--- config.mk ---
export PLATFORM = sky130hd
export DESIGN_NAME = dili_freeze_pipe
export DESIGN_NICKNAME = d
export VERILOG_FILES = /design/src/rtl/dili_pkg.sv /design/src/rtl/dili_freeze_lane.sv /design/src/rtl/dili_freeze_pipe.sv
export SDC_FILE = /design/constraint.sdc
export NUM_CORES = 1
export LEC_CHECK = 0
export CORE_ASPECT_RATIO = 0.8
export CORE_MARGIN = 10
export CORE_UTILIZATION = 35
export CTS_CLUSTER_DIAMETER = 200
export DETAILED_ROUTE_END_ITERATION = 12
export SYNTH_ARGS = -nofsm -noshare
export SYNTH_HDL_FRONTEND = slang
export SYNTH_SLANG_ARGS = --single-unit
export TNS_END_PERCENT = 100
--- constraint.sdc ---
create_clock -name clk_i -period 3.9 [get_ports clk_i]
set_clock_uncertainty 0.05 [all_clocks]
set_input_delay 0.78 -clock clk_i [delete_from_list [all_inputs] [get_ports clk_i]]
set_output_delay 0.78 -clock clk_i [all_outputs]
set_load 0.1 [all_outputs]
--- src/rtl/dili_pkg.sv ---
`default_nettype none
// ============================================================================
//  Module      : dili_pkg
//  Description : Shared mode encoding and reduction constants for the
//                Dilithium freeze pipeline.
//  Revision    : 1.0 - initial release
// ============================================================================
package dili_pkg;

    // Per-beat operating mode, carried alongside its data through the pipe
    typedef enum logic [1:0] {
        FRZ_FREEZE = 2'd0,
        FRZ_REDUCE = 2'd1,
        FRZ_CADDQ  = 2'd2,
        FRZ_PASS   = 2'd3
    } dili_frz_mode_e;

    // Rounding shift used to estimate the quotient t = round(a / 2^23)
    localparam int REDUCE_SHIFT = 23;
    localparam int REDUCE_RND   = 1 << 22;

    // Largest input for which a + REDUCE_RND cannot overflow 32 bits
    localparam int RANGE_LIMIT  = 2143289343;

endpackage
`default_nettype wire

--- src/rtl/dili_freeze_lane.sv ---
`default_nettype none
// ============================================================================
//  Module      : dili_freeze_lane
//  Description : Combinational single-lane datapath: reduce32 step, conditional
//                add of Q, and input range detection, each gated by the mode.
//  Revision    : 1.0 - initial release
// ============================================================================
module dili_freeze_lane
    import dili_pkg::*;
#(
    parameter int WIDTH = 32,
    parameter int Q     = 8380417
) (
    input  logic [WIDTH-1:0] a,
    input  dili_frz_mode_e   mode,
    output logic [WIDTH-1:0] reduce_res,
    output logic [WIDTH-1:0] caddq_res,
    output logic             rng_err
);

    localparam logic [WIDTH-1:0] C_RND   = WIDTH'(REDUCE_RND);
    localparam logic [WIDTH-1:0] C_Q     = WIDTH'(Q);
    localparam logic [WIDTH-1:0] C_LIMIT = WIDTH'(RANGE_LIMIT);

    logic [WIDTH-1:0]   w_sum;
    logic [WIDTH-1:0]   w_t;
    logic [2*WIDTH-1:0] w_tq;
    logic [WIDTH-1:0]   w_tq_unused_hi;
    logic [WIDTH-1:0]   w_reduced;
    logic [WIDTH-1:0]   w_caddq;
    logic               w_do_reduce;
    logic               w_do_caddq;

    // Quotient estimate, product at double width, remainder truncated back
    always_comb begin
        w_sum          = a + C_RND;
        w_t            = WIDTH'($signed(w_sum) >>> REDUCE_SHIFT);
        // Sign-extended t times zero-extended Q is exact modulo 2^(2*WIDTH)
        w_tq           = {{WIDTH{w_t[WIDTH-1]}}, w_t} * {{WIDTH{1'b0}}, C_Q};
        w_tq_unused_hi = w_tq[2*WIDTH-1:WIDTH];
        w_reduced      = a - w_tq[WIDTH-1:0];
        w_caddq        = a + (a[WIDTH-1] ? C_Q : '0);
    end

    // Mode gating: unselected operations pass the operand through untouched
    always_comb begin
        w_do_reduce = (mode == FRZ_FREEZE) || (mode == FRZ_REDUCE);
        w_do_caddq  = (mode == FRZ_FREEZE) || (mode == FRZ_CADDQ);
        reduce_res  = w_do_reduce ? w_reduced : a;
        caddq_res   = w_do_caddq  ? w_caddq   : a;
        rng_err     = w_do_reduce && ($signed(a) > $signed(C_LIMIT));
    end

endmodule
`default_nettype wire

--- src/rtl/dili_freeze_pipe.sv ---
`default_nettype none
// ============================================================================
//  Module      : dili_freeze_pipe
//  Description : Two-stage, multi-lane freeze pipeline with valid/ready
//                handshake, per-beat mode and sticky input-range error.
//                Stage 1 applies reduce32, stage 2 applies caddq.
//                WIDTH must be at least 32.
//  Revision    : 1.0 - initial release
// ============================================================================
module dili_freeze_pipe
    import dili_pkg::*;
#(
    parameter int WIDTH = 32,
    parameter int LANES = 4,
    parameter int Q     = 8380417
) (
    input  logic                   clk_i,
    input  logic                   rst_ni,
    input  logic                   in_valid_i,
    output logic                   in_ready_o,
    input  logic [1:0]             mode_i,
    input  logic [LANES*WIDTH-1:0] a_i,
    output logic                   out_valid_o,
    input  logic                   out_ready_i,
    output logic [LANES*WIDTH-1:0] a_o,
    output logic                   rng_err_o,
    input  logic                   clr_err_i
);

    logic                   r_s1_valid;
    dili_frz_mode_e         r_s1_mode;
    logic [LANES*WIDTH-1:0] r_s1_data;
    logic                   r_s2_valid;
    logic [LANES*WIDTH-1:0] r_s2_data;
    logic                   r_rng_err;

    logic                   w_adv2;
    logic                   w_adv1;
    logic                   w_in_hs;
    dili_frz_mode_e         w_in_mode;
    logic [LANES*WIDTH-1:0] w_s1_next;
    logic [LANES*WIDTH-1:0] w_s2_next;
    logic [LANES-1:0]       w_lane_err;

    // Outputs of the lane instances that a given stage does not need
    logic [LANES*WIDTH-1:0] w_s1_caddq_unused;
    logic [LANES*WIDTH-1:0] w_s2_reduce_unused;
    logic [LANES-1:0]       w_s2_err_unused;

    // Handshake: a stage advances when it is empty or its successor advances
    always_comb begin
        w_adv2    = ~r_s2_valid | out_ready_i;
        w_adv1    = ~r_s1_valid | w_adv2;
        w_in_hs   = in_valid_i & w_adv1;
        w_in_mode = dili_frz_mode_e'(mode_i);
    end

    assign in_ready_o  = w_adv1;
    assign out_valid_o = r_s2_valid;
    assign a_o         = r_s2_data;
    assign rng_err_o   = r_rng_err;

    generate
        for (genvar k = 0; k < LANES; k++) begin : g_lane
            dili_freeze_lane #(
                .WIDTH (WIDTH),
                .Q     (Q)
            ) u_s1_lane (
                .a          (a_i[k*WIDTH +: WIDTH]),
                .mode       (w_in_mode),
                .reduce_res (w_s1_next[k*WIDTH +: WIDTH]),
                .caddq_res  (w_s1_caddq_unused[k*WIDTH +: WIDTH]),
                .rng_err    (w_lane_err[k])
            );

            dili_freeze_lane #(
                .WIDTH (WIDTH),
                .Q     (Q)
            ) u_s2_lane (
                .a          (r_s1_data[k*WIDTH +: WIDTH]),
                .mode       (r_s1_mode),
                .reduce_res (w_s2_reduce_unused[k*WIDTH +: WIDTH]),
                .caddq_res  (w_s2_next[k*WIDTH +: WIDTH]),
                .rng_err    (w_s2_err_unused[k])
            );
        end
    endgenerate

    // Stage 1 register: reduced data plus the mode that travels with it
    always_ff @(posedge clk_i or negedge rst_ni) begin
        if (!rst_ni) begin
            r_s1_valid <= 1'b0;
            r_s1_mode  <= FRZ_FREEZE;
            r_s1_data  <= '0;
        end else if (w_adv1) begin
            r_s1_valid <= in_valid_i;
            if (in_valid_i) begin
                r_s1_mode <= w_in_mode;
                r_s1_data <= w_s1_next;
            end
        end
    end

    // Stage 2 register: final result, held while downstream stalls
    always_ff @(posedge clk_i or negedge rst_ni) begin
        if (!rst_ni) begin
            r_s2_valid <= 1'b0;
            r_s2_data  <= '0;
        end else if (w_adv2) begin
            r_s2_valid <= r_s1_valid;
            if (r_s1_valid) begin
                r_s2_data <= w_s2_next;
            end
        end
    end

    // Sticky range error: a new error on an accepted beat beats the clear
    always_ff @(posedge clk_i or negedge rst_ni) begin
        if (!rst_ni) begin
            r_rng_err <= 1'b0;
        end else if (w_in_hs && (|w_lane_err)) begin
            r_rng_err <= 1'b1;
        end else if (clr_err_i) begin
            r_rng_err <= 1'b0;
        end
    end

endmodule
`default_nettype wire

# Word-level counts from Yosys, hierarchy flattened
# Index checks and enable logic that the tools add are counted.
# Widths: inputs -> output; s select.
[op_classes]
add_sub_neg = 12
n_mul = 4
n_div = 0
order_cmp = 4
eq_ne = 2
shift = 0
n_mux = 14
bitwise_logic = 5
reduce_logical = 13
[op_table]
columns = ["op", "n"]
rows = [
  ["$mux 32", 8],
  ["$add 32x23->32 const B", 4],
  ["$add 32x32->32", 4],
  ["$gt 32x32->1 const B", 4],
  ["$mul 9x24->32 const B", 4],
  ["$sub 32x32->32", 4],
  ["$mux 23", 4],
  ["$logic_and 1x1->1", 5],
  ["$logic_not 2->1", 2],
  ["$reduce_and 2->1", 2],
  ["$reduce_or 4->1", 1],
  ["$eq 2x1->1 const B", 1],
  ["$eq 2x2->1 const B", 1],
  ["$logic_or 1x1->1", 2],
  ["$mux 1", 2],
  ["$not 1->1", 2],
  ["$or 1x1->1", 2],
  ["$reduce_bool 2->1", 1],
  ["$and 1x1->1", 1],
]
[word_totals]
reg_bits = 261
latchBits = 0
mem_bits_rw = 0
rom_bits = 0
in_bits = 135
out_inout_bits = 131
elab_cells = 60
memories = 0

# Longest topological paths before layout
# Gate-level depths: netlist of run 1.
[logic_depth]
depth_word = 6
ltp_mapped = 27
mapped_depth_nobuf = 26

# Modules after synthesis
# From an unflattened synthesis of run 1, not the netlist that was laid out.
[unflattened]
cells_unflattened = 6914
hier_area_um2 = 56962.1
[modules_own_cells]
columns = ["mod", "instances", "cells_each", "area_per_inst_um2", "seq_area_each_um2"]
rows = [
  ["dili_freeze_lane (g_lane[0].u_s1_lane ...)", 2, 807, 5896.9, 0.0],
  ["dili_freeze_pipe", 1, 556, 10226.1, 6531.3],
  ["dili_freeze_lane (g_lane[3].u_s2_lane)", 1, 803, 6053.3, 0.0],
  ["dili_freeze_lane (g_lane[2].u_s1_lane)", 1, 802, 5914.4, 0.0],
  ["dili_freeze_lane (g_lane[2].u_s2_lane)", 1, 813, 5886.9, 0.0],
  ["dili_freeze_lane (g_lane[3].u_s1_lane)", 1, 788, 5800.6, 0.0],
  ["dili_freeze_lane (g_lane[1].u_s2_lane)", 1, 777, 5693.0, 0.0],
  ["dili_freeze_lane (g_lane[0].u_s2_lane)", 1, 761, 5594.1, 0.0],
]

# Worst setup path after synthesis of run 1
# No wires, ideal clock.
[synth_path]
path_type = "in2reg"
from = "in a_i[94]"
to = "reg r_s1_data[95]"
setup_time_ps = 90
arrival_time_ps = 6429
required_time_ps = 3760
slack_ps = -2669
path_stages = 22
n_path_buf = 0
path_cell_list = "inv_1 or4_1 xor2_1 inv_2 nand2_1 nand2_1 ha_1 inv_1 ha_1 xor2_1 fa_1 inv_1 fa_1 inv_1 ha_1 and2_1 a221o_1 a221o_1 a211o_1 a41oi_2 mux2_1 o221ai_1"
[synth_via]
elab_chain_len = 4
[synth_lines]
columns = ["item", "line", "source"]
rows = [
  ["start: declaration", "dili_freeze_pipe.sv:22", "input logic [LANES*WIDTH-1:0] a_i,"],
  ["$add 32x23->32", "dili_freeze_lane.sv:36", "w_sum = a + C_RND;"],
  ["$mul 9x24->32", "dili_freeze_lane.sv:39", "w_tq = {{WIDTH{w_t[WIDTH-1]}}, w_t} * {{WIDTH{1'b0}}, C_Q};"],
  ["$sub 32x32->32 (*)", "dili_freeze_lane.sv:41", "w_reduced = a - w_tq[WIDTH-1:0];"],
  ["$mux 32 (*)", "dili_freeze_lane.sv:49", "reduce_res = w_do_reduce ? w_reduced : a;"],
  ["end signal: assignment", "dili_freeze_pipe.sv:99", "r_s1_data <= w_s1_next;"],
  ["end: declaration", "dili_freeze_pipe.sv:32", "logic [LANES*WIDTH-1:0] r_s1_data;"],
]
# Mark *: on every way between the ends. The rest lies on a longest branch, timed or not.
# A chain may end at the register's enable or synchronous reset.

# Worst setup path in the final report of run 1
[layout_path]
from = "in a_i[87]"
to = "reg r_s1_data[95]"
# The elaborated chain is that of the path after synthesis.

==> metrics.yaml, run 1 <==
status: "complete, but fails checks"
violations: "negative setup slack"
drv_cap: 0
io_buffers: 265
cp_max_fo: 3
globalRouteOverflowTotal: 0
grt_pass1_wl_um: 165300
crit_arrival_ps: 6120
initialDrtViolationCount: 1560
synthArstFlopShare_pct: 100.0
hold_viol: 0
clock_sinks: 260
synthFlopType: "dfrtp_1"
avgSynthCellArea_um2: 8.162
grt_start_max_net_pins: 95
cts_buffers: 28
hold_class: "in -> async"
vias: 29600
fin_ws_ps: -1780
path_class: "in -> reg"
slew_violations: 0
clock_latency_ps: 580
htree_levels: 1
yosysWarnings: 0
syn-num-nets: 4519
syn_to_final_growth_pct: 49.64
drc: 0
dp_hpwl_um: 83330
post-route-period-util_pct: 145.7
synth_top_area_share_pct: 21.04
die_w_um: 352.3
grt_usage_pct: 20.10
slew_headroom_pct: 21.79
synth.cell_area_um2: 30920
yosysSeqAreaShare_pct: 21.04
routabilityCongestion: 0.8938
synth-edff-count: 0
cts_hold_buf: 0
dr.pass1.iters: 5
worst_pin_slew_ps: 1169
viasPerCell: 4.924
setup_viol: 98
synthCells: 3788
final_nets: 5535
ys_ff_latch: 260
fmax_mhz: 176.0
rsz0062_at_grt: "yes"
period_needed_ps: 5680
ff2ff_path_depth: 9
critPathLaunchType: "input pin"
worstSetupEndpointType: "flop"
cts_tree: "built"
cts.path.max_buffers: 3
antenna_cells: 0
synth_top_cell_by_area: "dfrtp_1"
antenna_found_initial: 0
start_util_pct: 35.28
synth.area.top_cells: "dfrtp_1, ha_1, fa_1"
antenna_left: 0
row_count: 97
core_um2: 87630
io_pins: 266
critical_path_required_ps: 4340
wire_per_inst_um: 17.46
fin_util_pct: 52.80
die_area_um2: 100700
cts.clk_slew.worst_paths_ps: 80
drive_gt1_share_pct: 31.57
die_h_um: 285.8
wl_um: 104900
synthDistinctLibCells: 75
grt_pass1_vias: 29720
root_buffer: "clkbuf_16"
## worst paths after layout
kind / startpoint / to / slack (ps)
max: a_i[87] / r_s1_data[95]$_DFFE_PN0P_ / -1780
min: rst_ni / r_s1_data[4]$_DFFE_PN0P_ / 160
max reg2reg: r_s1_data[31]$_DFFE_PN0P_ / a_o[30]$_DFFE_PN0P_ / 740
min reg2reg: a_o[117]$_DFFE_PN0P_ / a_o[117]$_DFFE_PN0P_ / 430
max in group asynchronous: rst_ni / a_o[26]$_DFFE_PN0P_ / 2810
min in group clk_i: a_o[117]$_DFFE_PN0P_ / a_o[117]$_DFFE_PN0P_ / 430
## cell families (layout without fill, tap and decap cells)
group	Yosys count	in the layout	share of synthesized area (%)
AO/OA/AOI/OAI	858	858	16.53
XOR/XNOR	303	303	8.584
adder cells (fa/ha/maj)	596	596	28.39
buffers and inverters	724	1760	8.790
flip-flops	260	260	21.04
multiplexers	46	46	1.493
AND/OR/NAND/NOR	1001	1001	15.16
## state kept, by name (all words and copies together) (netlist names)
| name | flops |
|---|---|
| a_o | 128 |
| r_s1_data | 128 |
| out_valid_o | 1 |
| r_s1_mode | 1 |
| r_s1_valid | 1 |
| rng_err_o | 1 |
## cells in the final DEF, fill, tap and decap left out, types with 45 or more instances in the layout
cell type,instances
mux2i_1,45
a21o_1,78
a21oi_1,185
xnor2_1,143
nor2_1,212
o21ai_0,180
ha_4,101
nand4_1,52
xor2_1,105
inv_1,487
nand3_1,59
inv_2,96
a21oi_2,54
dfrtp_1,259
buf_4,723
nor3_1,61
clkdlybuf4s50_1,208
nand2_1,338
ha_1,315
fa_1,156
o21ai_1,91
buf_6,128
## layer usage
metal / vias to the layer above / global-route usage [%] / routed length [um]
li1: 14760 / - / -
met2: 581 / 31.65 / 46020
met4: 0 / 3.181 / 1824
met1: 14170 / 28.57 / 50720
met3: 97 / 4.207 / 6376
met5: - / 0 / 0
## cells in the mapped netlist (9+ instances only)
cell type	instances
o21a_1	36
buf_1	10
o21bai_1	24
o21ai_1	25
a21oi_1	253
inv_1	600
nand3_1	85
xnor2_1	186
or2_2	22
dfrtp_1	260
fa_1	176
nor3_1	72
a211oi_1	16
nand2b_1	25
a31oi_1	43
nor3b_1	10
o21ai_0	274
and2_1	21
nor2b_1	27
o31ai_1	15
o22ai_1	9
mux2i_1	45
ha_1	420
nor2_1	233
a21o_1	78
nand2_1	355
o211ai_1	14
xor2_1	117
nand4_1	52
or3_1	20
clkbuf_1	109
and3_1	45
and4_1	11
## timing repair
| action | in CTS | in global routing |
|---|---|---|
| setup buffers | 124 | 56 |
| pin swaps | 295 | 217 |
| gates resized for setup | 569 | 193 |
| endpoints found under the setup margin | 119 | 110 |
## area by class of cell
type	count	area (um^2)
Clock inverter	8	97.59
Tap cell	1188	1486
Fill cell	8141	41360
Multi-Input combinational cell	2804	25340
Clock buffer	42	854.6
Inverter	605	2364
Timing Repair Buffer	1105	9614
Sequential cell	260	6510
## metrics by stage
step / instance area [um^2] / hold WS (ps) / worst slack [ps] / TNS, ps / cells
floorplan: 32690 / 407.2 / -2321 / -95550 / 3788
global placement: 41510 / 411.8 / -2987 / -210410 / 5811
detailed placement: 41510 / 419.2 / -3054 / -216830 / 5811
CTS: 45280 / 165.8 / -1710 / -81850 / 5979
global route: 46270 / 192.0 / -1913 / -102620 / 6012
finish: 46270 / 160.3 / -1780 / -85220 / 6012
## worst max-delay path, stage by stage
cell,delay (ps)
buf_8,80
ha_4,180
nand3_4,130
xnor2_4,210
inv_2,60
fa_2,610
fa_1,450
fa_2,450
fa_1,530
inv_2,40
fa_1,500
inv_2,50
ha_4,210
and2_4,140
a221o_1,350
a221o_1,370
a211o_1,360
a41oi_2,180
mux2_4,330
o221ai_2,120
Power of run 1 is left out: the tool's default activity adds up to more than one toggle a clock period on the data nets, which glitch-free logic cannot reach.
==> inputs of run 2 (changes only) <==
- CORE_ASPECT_RATIO: 0.8 -> not set
- CORE_MARGIN: 10 -> 1
==> metrics.yaml, run 2 (synthesis gave the netlist of run 1 again) <==
cp_max_fo: 4  # was 3
vias: 29690  # was 29600
slew_headroom_pct: 25.64  # was 21.79%
worstSetupEndpointType: "flop"  # unchanged
clock_latency_ps: 540  # was 580 ps
io_buffers: 265  # unchanged
setup_viol: 102  # was 98
cts_hold_buf: 0  # unchanged
clock_sinks: 260  # unchanged
viasPerCell: 4.954  # was 4.924
final_cell_mix: "buf_4, inv_1, nand2_1, ha_1, dfrtp_1"  # unchanged
path_class: "in -> reg"  # unchanged
fmax_mhz: 173.6  # was 176.0 MHz
cts_buffers: 34  # was 28
status: "complete, but fails checks"  # unchanged
row_count: 108  # was 97
wire_per_inst_um: 17.23  # was 17.46 um
die_w_um: 299.2  # was 352.3 um
cts_tree: "built"  # unchanged
cts.clk_slew.worst_paths_ps: 70  # was 80 ps
hold_class: "in -> async"  # unchanged
critical_path_required_ps: 4280  # was 4340 ps
nFillCells: 7921  # was 8141
final_common_cell: "buf_4"  # unchanged
die_area_um2: 89530  # was 100700 um^2
critical-path-slowest-cell: "fa_2"  # unchanged
drive_gt1_share_pct: 31.60  # was 31.57%
rsz0062_at_grt: "yes"  # unchanged
initialDrtViolationCount: 1409  # was 1560
grt_pass1_wl_um: 161800  # was 165300 um
routabilityCongestion: 0.9114  # was 0.8938
slew_violations: 0  # unchanged
drc: 0  # unchanged
antenna_found_initial: 5  # was 0
core_um2: 87160  # was 87630 um^2
post-route-period-util_pct: 147.7  # was 145.7%
grt_pass1_vias: 29800  # was 29720
worst_pin_slew_ps: 1112  # was 1169 ps
grt_start_max_net_pins: 123  # was 95
wl_um: 103300  # was 104900 um
drv_cap: 0  # unchanged
slowest_delay_ps: 630  # was 610 ps
start_util_pct: 35.47  # was 35.28%
dp_hpwl_um: 82370  # was 83330 um
register_area_um2: 6510  # unchanged
grt_usage_pct: 22.73  # was 20.10%
multiInputGateArea_um2: 25340  # about the same
crit_arrival_ps: 6140  # was 6120 ps
root_buffer: "clkbuf_16"  # unchanged
period_needed_ps: 5762  # was 5680 ps
io_pins: 266  # unchanged
dr.pass1.iters: 5  # unchanged
syn_to_final_growth_pct: 49.95  # was 49.64%
timing.hold.ws_ps: 119.1  # was 160.3 ps
hold_viol: 0  # unchanged
htree_levels: 2  # was 1
violations: "negative setup slack"  # unchanged
die_h_um: 299.2  # was 285.8 um
cts.path.max_buffers: 3  # unchanged
critPathLaunchType: "input pin"  # unchanged
globalRouteOverflowTotal: 0  # unchanged
fin_ws_ps: -1862  # was -1780 ps
final_nets: 5544  # was 5535
antenna_left: 0  # unchanged
==> run 2: cell count changes in the layout (fill, tap and decap cells not counted), sizes merged, moves of 2 or more <==
| cell | before | now |
|---|---|---|
| dlymetal6s2s | 2 | 0 |
| diode | 0 | 2 |
| clkinv | 8 | 4 |
| buf | 884 | 891 |
| clkbuf | 43 | 50 |
| bufinv | 2 | 4 |
| clkdlybuf4s50 | 208 | 203 |
| dlygate4sd2 | 7 | 11 |
| inv | 602 | 605 |
==> run 2: timing repair <==
item,CTS,global route
pin swaps,302,208
resized for setup,518,182
setup buffers,111,51
gates cloned,0,0
setup endpoints to repair,122,109
==> run 2: final timing paths <==
kind | startpoint | endpoint | slack, ps | cells after the start
worst max-delay path | a_i[90] | r_s1_data[95]$_DFFE_PN0P_ | -1860 | 28
worst min-delay path | rst_ni | r_s1_data[97]$_DFFE_PN0P_ | 120 | 1
worst max register to register | r_s1_data[127]$_DFFE_PN0P_ | a_o[123]$_DFFE_PN0P_ | 810 | 10
worst min register to register | a_o[79]$_DFFE_PN0P_ | a_o[79]$_DFFE_PN0P_ | 430 | 2
max in group asynchronous | rst_ni | a_o[101]$_DFFE_PN0P_ | 2800 | 2
min in group clk_i | a_o[79]$_DFFE_PN0P_ | a_o[79]$_DFFE_PN0P_ | 430 | 2
==> run 2: through the flow <==
stage / area (um^2) / setup TNS, ps / utilization [%] / worst slack (ps) / cells
global placement: 41620 / -214120 / 47.75 / -2971 / 5800
global route: 46360 / -105170 / 53.19 / -1973 / 5993
finish: 46360 / -89720 / 53.19 / -1862 / 5993
detailed placement: 41620 / -221000 / 47.75 / -3123 / 5800
CTS: 45330 / -82840 / 52.00 / -1819 / 5960
floorplan: 32690 / -95550 / - / -2321 / 3788
==> run 2: critical path: cells and delay by family <==
kind	cells	cell delay [ps]
AOI/OAI and AO/OA	8	1440
muxes	1	320
xor gates and xnor gates	3	370
adders and majority gates	6	2220
buffers and inverters	9	930
and+or+nand+nor	1	60
==> run 2: metal layers <==
| metal | routed length (um) | global-route usage (%) | up-vias |
|---|---|---|---|
| li1 | - | - | 14770 |
| met1 | 48350 | 31.30 | 14190 |
| met2 | 47280 | 36.75 | 595 |
| met3 | 4241 | 2.790 | 129 |
| met4 | 3417 | 7.726 | 0 |
| met5 | 0 | 0 | - |
==> run 2: layout make-up <==
cell class	count	area share [%]
multi-input combinational	2804	54.65
timing repair buffer	1108	20.58
sequential	260	14.04
inverter	605	5.093
tap	1155	3.117
clock buffer	49	2.154
clock inverter	10	0.3535
antenna	2	0.01080
Power of run 2 is left out for the same reason.
